File: config.mk
export PLATFORM = sky130hd
export DESIGN_NAME = player_missile_ctrl
export DESIGN_NICKNAME = d
export VERILOG_FILES = /design/src/rtl/player_missile_ctrl.sv
export SDC_FILE = /design/constraint.sdc
export NUM_CORES = 1
export LEC_CHECK = 0
export CAP_MARGIN = 20
export CORE_AREA = 2 2 72 74
export DETAILED_ROUTE_END_ITERATION = 7
export DIE_AREA = 0 0 74 76
export GPL_ROUTABILITY_DRIVEN = 0
export PLACE_DENSITY = 0.75
export SLEW_MARGIN = 5
export SYNTH_ARGS = -nofsm -noshare
export SYNTH_HDL_FRONTEND = slang
export SYNTH_SLANG_ARGS = --single-unit
export TNS_END_PERCENT = 50
File: constraint.sdc
create_clock -name clk -period 2 [get_ports clk]
set_input_delay 0.3 -clock clk [delete_from_list [all_inputs] [get_ports clk]]
set_output_delay 0.3 -clock clk [all_outputs]
set_load 0.05 [all_outputs]
File: src/rtl/player_missile_ctrl.sv
// Player shot controller: launches a single missile from the cannon on a frame
// boundary, climbs it once per frame, and retires it on a hit or at the screen top.
module player_missile_ctrl #(
  parameter int Y_SPEED         = 8,
  parameter int X_OFFSET        = 28,
  parameter int MISSILE_HEIGHT  = 16,
  parameter int COOLDOWN_FRAMES = 4
) (
  input  logic        clk,
  input  logic        resetN,
  input  logic        startOfFrame,
  input  logic        fireKey,
  input  logic        plrHit,
  input  logic        missileHit,
  input  logic [10:0] playerTopLeftX,
  input  logic [10:0] playerTopLeftY,
  output logic [10:0] missileTopLeftX,
  output logic [10:0] missileTopLeftY,
  output logic        missileActive,
  output logic        shotFired,
  output logic [1:0]  dbg_state
);

  typedef enum logic [1:0] {
    IDLE     = 2'd0,
    FLYING   = 2'd1,
    COOLDOWN = 2'd2
  } state_t;

  localparam logic [10:0] X_OFF  = 11'(X_OFFSET);
  localparam logic [10:0] HEIGHT = 11'(MISSILE_HEIGHT);
  localparam logic [10:0] SPEED  = 11'(Y_SPEED);
  localparam logic [7:0]  CD_INIT = 8'(COOLDOWN_FRAMES);

  state_t      state, state_n;
  logic        fire_key_d;
  logic        fire_req, fire_req_n;
  logic [7:0]  counter, counter_n;
  logic [10:0] pos_x_n, pos_y_n;
  logic        shot_n;
  logic        fire_edge;

  assign fire_edge = fireKey & ~fire_key_d;
  assign dbg_state = state;

  always_ff @(posedge clk or negedge resetN) begin
    if (!resetN) begin
      state           <= IDLE;
      fire_key_d      <= 1'b0;
      fire_req        <= 1'b0;
      counter         <= 8'd0;
      missileTopLeftX <= 11'd0;
      missileTopLeftY <= 11'd0;
      missileActive   <= 1'b0;
      shotFired       <= 1'b0;
    end else begin
      state           <= state_n;
      fire_key_d      <= fireKey;
      fire_req        <= fire_req_n;
      counter         <= counter_n;
      missileTopLeftX <= pos_x_n;
      missileTopLeftY <= pos_y_n;
      missileActive   <= (state_n == FLYING);
      shotFired       <= shot_n;
    end
  end

  // Priority: plrHit, then missileHit, then frame-boundary movement/launch.
  always_comb begin
    state_n    = state;
    fire_req_n = fire_req;
    counter_n  = counter;
    pos_x_n    = missileTopLeftX;
    pos_y_n    = missileTopLeftY;
    shot_n     = 1'b0;

    if (plrHit) begin
      state_n    = IDLE;
      fire_req_n = 1'b0;
      counter_n  = 8'd0;
      pos_x_n    = 11'd0;
      pos_y_n    = 11'd0;
    end else begin
      case (state)
        IDLE: begin
          if (startOfFrame && (fire_req || fire_edge)) begin
            state_n    = FLYING;
            fire_req_n = 1'b0;
            shot_n     = 1'b1;
            pos_x_n    = playerTopLeftX + X_OFF;
            pos_y_n    = (playerTopLeftY < HEIGHT) ? 11'd0 : playerTopLeftY - HEIGHT;
          end else if (fire_edge) begin
            fire_req_n = 1'b1;
          end
        end
        FLYING: begin
          if (missileHit) begin
            state_n   = COOLDOWN;
            counter_n = CD_INIT;
          end else if (startOfFrame) begin
            if (missileTopLeftY < SPEED) begin
              state_n   = COOLDOWN;
              counter_n = CD_INIT;
            end else begin
              pos_y_n = missileTopLeftY - SPEED;
            end
          end
        end
        COOLDOWN: begin
          if (startOfFrame) begin
            if (counter <= 8'd1) state_n = IDLE;
            else counter_n = counter - 8'd1;
          end
        end
        default: state_n = IDLE;
      endcase
    end
  end

endmodule

==> run_results.csv, run 1 <==
group,metric,value,unit
status,status,"finished clean",
yosys,async_flop_share,1.00,
global_route,grt_max_degree,24,
yosys,synth_seq_cells,36,
power,vdd_drop_max,378,uV
global_route,grt_use_met1,0.267,
yosys,synth_area_per_cell,9.23,um2
clocking,cts-root-buf,"clkbuf_8",
clocking,clock_latency,0.29,ns
yosys,yosys.area_share.simple,0.230,
floorplan,io_pins,54,
power,p_per_area,705,nW/um2
global_route,grtUsageTotal,0.196,
global_route,grt.busiest_layer,"met2",
sta,fmax,512,MHz
yosys,syn_nets,259,
final_layout,post-route-util,0.632,
final_layout,antenna_cells,0,
global_route,antenna_found_initial,0,
yosys,synth-warning-count,0,
sta,period_needed,1.95,ns
final_layout,fin_nets,347,
clocking,cts.sinks,36,
sta,finalClockSkew,0.0124,ns
detailed_routing,routed_wl,5020,um
yosys,synth_cell_type_count,53,
global_route,grt_pass1_vias,1921,
final_layout,stdcell_area,3100,um2
final_layout,final_cells,385,
global_route,grt-ovfl-total,0,
detailed_routing,vias,1995,
global_route,gr-usage-met3,0.0331,
sta,fin_crit_sh,0.977,
yosys,synthAdderAreaFrac,0.0300,
sta,slew_headroom,0.653,
detailed_routing,wire_per_inst,13.0,um
setup_path,path_cells,"inv_2, ha_4, or3b_4, or3_1, o32a_1, buf_6, a22o_1",
yosys,yosysTopAreaCellShare,0.432,
setup_path,crit_path_end_kind,"flop",
final_layout,drive_gt1_frac,0.200,
yosys,synth.area.top_cells,"dfrtp_1 (43%), nor2_1 (4.5%), ha_1 (3.0%)",
placement,dp_hpwl,3760,um
clocking,numCtsBuffers,5,
final_layout,area_delta_synth_final,48.7,%
yosys,netlist_instances,226,
yosys,seq_area_frac_synth,0.432,
power,p_total,0.00219,W
floorplan,core,4910,um2
floorplan,die-area,5620,um2
floorplan,placementRows,26,
worst_hold_path,hp-class,"in -> reg",
setup_path,worst_path_largest_cell_delay,0.41,ns
sta,setup_slack,0.0454,ns
floorplan,initial_core_util,0.425,
yosys,syn-cell-area,2090,um2
sta,hold_viol,0,
clocking,cts_buffer_depth,2,
detailed_routing,firstDrtPassIters,4,
sta,drv_slew,0,
setup_path,startpoint_type,"flop",
clocking,cts_tree,"built",
detailed_routing,drc,0,
run,cap_violations,0,
setup_path,worstPathArrival,2.13,ns
yosys,synth_xor_area_frac,0.0336,
global_route,grt_util_met2,0.310,
power,p_leak,1.33,nW
yosys,synth.area.mux_share,0.0150,
placement,io_buffers,53,
final_layout,fill_cells,436,
sta,worst_pin_slew,0.519,ns
setup_path,slowest_stage,"dfrtp_2",
global_route,grt_pass1_wl,8690,um
yosys,synth-compound-area-share,0.220,
sta,setup_viol,0,
detailed_routing,via_per_inst,5.18,
yosys,yosys.area.top_type,"dfrtp_1",
sta,rsz0062_at_grt,"yes",
placement,dpl_worst_slack,-0.214,ns
detailed_routing,drtIter0Drc,172,
detailed_routing,ant_nets,0,
yosys,synth_top_family_by_area,"simple AND/OR/NAND/NOR gates",
clocking,htreeDepth,2,
setup_path,criticalPathCategory,"reg -> reg",
yosys,synth_edf_count,0,
placement,dp_cells,376,
floorplan,die_w,74,um
setup_path,worst_ep_required_time,2.17,ns
placement,placed_cell_area,2930,um2
yosys,yosys_most_used_dff,"dfrtp_1",
floorplan,die_h,76,um
clocking,clkSlewWorstSetupHoldPaths,0.07,ns
setup_path,cp_max_fo,12,
-- synthesized netlist by cell type, types with 4 or more instances --
| cell | number |
|---|---|
| nor2_1 | 25 |
| inv_1 | 12 |
| nand2_1 | 14 |
| or3_1 | 5 |
| o21ai_1 | 4 |
| a22o_1 | 6 |
| ha_1 | 5 |
| o31ai_1 | 4 |
| a211oi_1 | 7 |
| o21ai_0 | 9 |
| nand3_1 | 5 |
| a21oi_1 | 11 |
| dfrtp_1 | 36 |
| nor3_1 | 10 |
| xnor2_1 | 4 |
| xor2_1 | 4 |
| nand2b_1 | 10 |
-- worst paths after layout --
check                                     endpoint  slack (ns)                from  depth (start not counted)
worst max register to register  missileTopLeftY[5]        0.05  missileTopLeftY[4]                          7
max in group asynchronous               counter[2]        0.92              resetN                          3
worst max-delay path            missileTopLeftY[5]        0.05  missileTopLeftY[4]                          7
min in group asynchronous             dbg_state[0]        0.50              resetN                          2
worst min-delay path                    fire_key_d        0.49             fireKey                          1
worst min register to register          counter[7]        0.49          counter[7]                          1
-- cells by family after synthesis --
kind of cell | count (synthesis)
muxes | 3
xor gates and xnor gates | 8
buffers and inverters | 19
AOI/OAI and AO/OA | 64
DFF | 36
and+or+nand+nor | 91
adders and majority gates | 5
-- layout make-up --
cell class | count | area [um2] | share of cell area
multi-input cells | 171 | 1160 | 0.375
flip-flops and latches | 36 | 903 | 0.291
repair buffers | 88 | 797 | 0.257
well taps | 70 | 87.6 | 0.0282
clock buffers | 6 | 72.6 | 0.0234
inverters | 12 | 45.0 | 0.0145
clock inverters | 2 | 35.0 | 0.0113
-- per-stage QoR --
| step | hold WS, ns | setup TNS (ns) |
|---|---|---|
| after floorplan | 0.00441 | -0.412 |
| after global placement | 0.293 | -0.652 |
| after detailed placement | 0.305 | -0.861 |
| after CTS | 0.486 | 0 |
| after global routing | 0.503 | -0.0875 |
| final | 0.485 | 0 |
-- cells in the final DEF (no fill, tap or decap), types with 5 or more instances in the layout --
cell              n
nand2_1          14
buf_4            33
a211oi_1          7
inv_1            10
nor2_1           25
nand3_1           5
nor3_1           10
a22o_1            6
o21ai_0           8
nand2b_1          9
dfrtp_1          34
a21oi_1          11
clkbuf_8          5
clkdlybuf4s50_1  51
or3_1             5
-- critical path, delay by kind of cell, from the launching register on --
| kind | cells | cell delay (ns) |
|---|---|---|
| AO/OA/AOI/OAI | 2 | 0.37 |
| adder cells (fa/ha/maj) | 1 | 0.13 |
| buffers and inverters | 2 | 0.22 |
| flip-flops | 1 | 0.41 |
| AND/OR/NAND/NOR | 2 | 0.71 |
-- timing repair --
action,CTS,global route
hold buffers,1,0
resized for setup,2,9
pin swaps,0,1
setup endpoints to repair,6,12
buffers inserted,0,0
hold endpoints to repair,16,0
-- flip-flops by register name, indices dropped and copies added, names as in the netlist --
signal,count
missileTopLeftY,11
fire_req,1
counter,8
shotFired,1
missileActive,1
missileTopLeftX,11
dbg_state,2
fire_key_d,1
-- report_power, final --
group,switching [W],total [W],internal [W],leakage (nW)
Sequential,0.0000423,0.000826,0.000784,0.477
Combinational,0.000421,0.000739,0.000318,0.799
Clock,0.000253,0.000623,0.000370,0.0552
Total,0.000716,0.00219,0.00147,1.33
-- per-layer routing --
metal  wire [um]  part of all wire
met1        2280              0.45
met2        2400              0.48
met3         240             0.048
met4          90             0.018
met5           0                 0
Power figures use the tool's default switching activity.
==> run 2: changes to the inputs <==
--- a/config.mk
+++ b/config.mk
@@ -10,9 +10,10 @@
 export DETAILED_ROUTE_END_ITERATION = 7
 export DIE_AREA = 0 0 74 76
 export GPL_ROUTABILITY_DRIVEN = 0
+export MAX_ROUTING_LAYER = met4
 export PLACE_DENSITY = 0.75
 export SLEW_MARGIN = 5
 export SYNTH_ARGS = -nofsm -noshare
 export SYNTH_HDL_FRONTEND = slang
 export SYNTH_SLANG_ARGS = --single-unit
-export TNS_END_PERCENT = 50
+export TNS_END_PERCENT = 1
==> constraint.sdc (replaced) <==
create_clock -name clk -period 1.75 [get_ports clk]
set_input_delay 0.2625 -clock clk [delete_from_list [all_inputs] [get_ports clk]]
set_output_delay 0.2625 -clock clk [all_outputs]
set_load 0.05 [all_outputs]
==> run 2 against run 1 <==
  * The run now ends with setup timing left
  * Highest routed layer unchanged
  * Clock skew fell by 0.0070 ns
  * Utilization rose by 2.0 points
  * Cell count rose by 5.5%
  * Combinational power rose by 20%
  * Clock power rose by 1%
  * Flip-flop and latch count did not move
  * Fmax fell by 1.2%
  * Largest power group unchanged
  * First-iteration DRC count fell by 51%
  * Clock-buffer cell count did not move
  * Global-route usage rose by 1.4 points
==> run_results.csv, run 2 (synthesis gave the netlist of run 1 again) <==
group,metric,value,unit
final_layout,post-route-util,0.651,
setup_path,worst_path_largest_cell_delay,0.41,ns
setup_path,path_cells,"inv_2, ha_4, or3b_4, or3_1, o32a_1, buf_6, a22o_1",
floorplan,placementRows,26,
global_route,grtUsageTotal,0.209,
floorplan,die-area,5620,um2
setup_path,criticalPathCategory,"reg -> reg",
clocking,cts_tree,"built",
clocking,htreeDepth,2,
floorplan,core,4910,um2
global_route,gr-usage-met3,0.0384,
global_route,grt_use_met1,0.275,
detailed_routing,firstDrtPassIters,4,
setup_path,worstPathArrival,2.16,ns
final_layout,area_delta_synth_final,53.3,%
global_route,grt_pass1_vias,2033,
clocking,cts_buffer_depth,2,
detailed_routing,wire_per_inst,13.1,um
clocking,cts-root-buf,"clkbuf_8",
detailed_routing,drc,0,
power,p_leak,1.46,nW
floorplan,die_w,74,um
setup_path,worstReg2RegStart,"missileTopLeftY[4]",
global_route,antenna_found_initial,0,
placement,io_buffers,53,
detailed_routing,drtIter0Drc,85,
status,status,"complete, but fails checks",
clocking,clkSlewWorstSetupHoldPaths,0.08,ns
placement,dpl_worst_slack,-0.410,ns
final_layout,top_regs,"missileTopLeftX (11), missileTopLeftY (11), counter (8)",
floorplan,initial_core_util,0.425,
status,violations,"setup timing",
final_layout,final_cells,406,
power,p_switching,0.000858,W
sta,setup_viol,13,
setup_path,r2r_slack,-0.23,ns
run,cap_violations,0,
global_route,grt-ovfl-total,0,
global_route,grt_max_degree,19,
clocking,numCtsBuffers,5,
power,pwr-share-seq,0.383,
setup_path,cp_max_fo,12,
power,vdd_drop_max,457,uV
setup_path,crit_start,"missileTopLeftY[4]",
detailed_routing,ant_nets,0,
worst_hold_path,hp-class,"in -> async",
final_layout,layout_common_cells,"buf_4 (77), dfrtp_1 (34), clkdlybuf4s50_1 (28), nor2_1 (24), nand2_1 (14)",
setup_path,worst_ep_required_time,1.93,ns
clocking,clock_latency,0.29,ns
power,p_int,0.00160,W
floorplan,io_pins,54,
sta,hold_viol,0,
sta,finalClockSkew,0.00542,ns
power,p_per_area,768,nW/um2
sta,drv_slew,0,
setup_path,crit_path_end_kind,"flop",
sta,fin_crit_sh,1.13,
setup_path,slowest_stage,"dfrtp_2",
power,combPwrFrac,0.361,
global_route,grt_pass1_wl,9090,um
placement,dp_cells,397,
final_layout,final_common_cell,"buf_4",
global_route,grt_util_met2,0.329,
sta,fmax,505,MHz
sta,setup_slack,-0.228,ns
detailed_routing,vias,2076,
floorplan,die_h,76,um
detailed_routing,routed_wl,5310,um
clocking,cts.sinks,36,
power,p_clk_frac,0.256,
placement,dp_hpwl,4040,um
final_layout,antenna_cells,0,
detailed_routing,via_per_inst,5.11,
sta,worst_pin_slew,0.597,ns
sta,rsz0062_at_grt,"yes",
final_layout,drive_gt1_frac,0.321,
clocking,cts_setup_buffers,0,
global_route,grt.busiest_layer,"met2",
final_layout,fin_nets,368,
sta,period_needed,1.98,ns
sta,slew_headroom,0.601,
setup_path,startpoint_type,"flop",
power,p_sw_frac,0.349,
## run 2: repair_timing
action,CTS,global route
gates cloned,0,0
pin swaps,4,4
endpoints found under the setup margin,18,23
gates resized for setup,6,9
hold buffers,1,0
endpoints found under the hold margin,11,0
## run 2: power groups by stage
stage,clock network (W),registers [W],logic [W]
6_report,0.000629,0.000940,0.000887
5_1_grt,0.000681,0.000948,0.000961
4_1_cts,0.000650,0.000939,0.000877
3_5_place_dp,0,0.000955,0.000863
3_3_place_gp,0,0.000951,0.000854
2_1_floorplan,0,0.00116,0.000280
## run 2: worst max-delay path: cells and delay by family, from the launching register on
family / cells / cell delay, ns
AOI/OAI and AO/OA: 2 / 0.38
adders and majority gates: 1 / 0.13
buffers and inverters: 2 / 0.22
DFF: 1 / 0.41
and+or+nand+nor: 2 / 0.73
## run 2: cell type report
class	count	area, um2
Fill cell	411	1710
Sequential cell	36	903
Clock buffer	6	82.6
Tap cell	70	87.6
Inverter	12	45.0
Timing Repair Buffer	109	897
Clock inverter	2	15.0
Multi-Input combinational cell	171	1170
## run 2: path summary, 6_finish.rpt
check / endpoint / cells past startpoint
min: missileTopLeftX[3] / 2
max in group asynchronous: dbg_state[1] / 3
min in group clk: fire_key_d / 1
max: missileTopLeftY[5] / 7
min reg2reg: counter[7] / 1
max reg2reg: missileTopLeftY[5] / 7
## run 2: metrics by stage
stage | total power, W | hold WS [ns] | TNS [ns] | cell area, um2
finish | 0.00246 | 0.381 | -1.99 | 3200
global route | 0.00259 | 0.405 | -3.37 | 3200
CTS | 0.00247 | 0.370 | -2.59 | 3170
detailed placement | 0.00182 | 0.156 | -5.28 | 3030
global placement | 0.00181 | 0.148 | -4.99 | 3030
floorplan | 0.00144 | -0.0331 | -4.37 | 2100
## run 2: metal layers
metal	wire [um]	share of wire
met1	2470	0.47
met2	2520	0.47
met3	254	0.048
met4	59	0.011
met5	0	0
==> run 3: changes to the inputs <==
--- a/config.mk
+++ b/config.mk
@@ -5,7 +5,7 @@
 export SDC_FILE = /design/constraint.sdc
 export NUM_CORES = 1
 export LEC_CHECK = 0
-export CAP_MARGIN = 20
+export ABC_CLOCK_PERIOD_IN_PS = 1750
 export CORE_AREA = 2 2 72 74
 export DETAILED_ROUTE_END_ITERATION = 7
 export DIE_AREA = 0 0 74 76
==> results of run 3 <==
The final DEF is identical to that of run 2; final timing and power are the same.
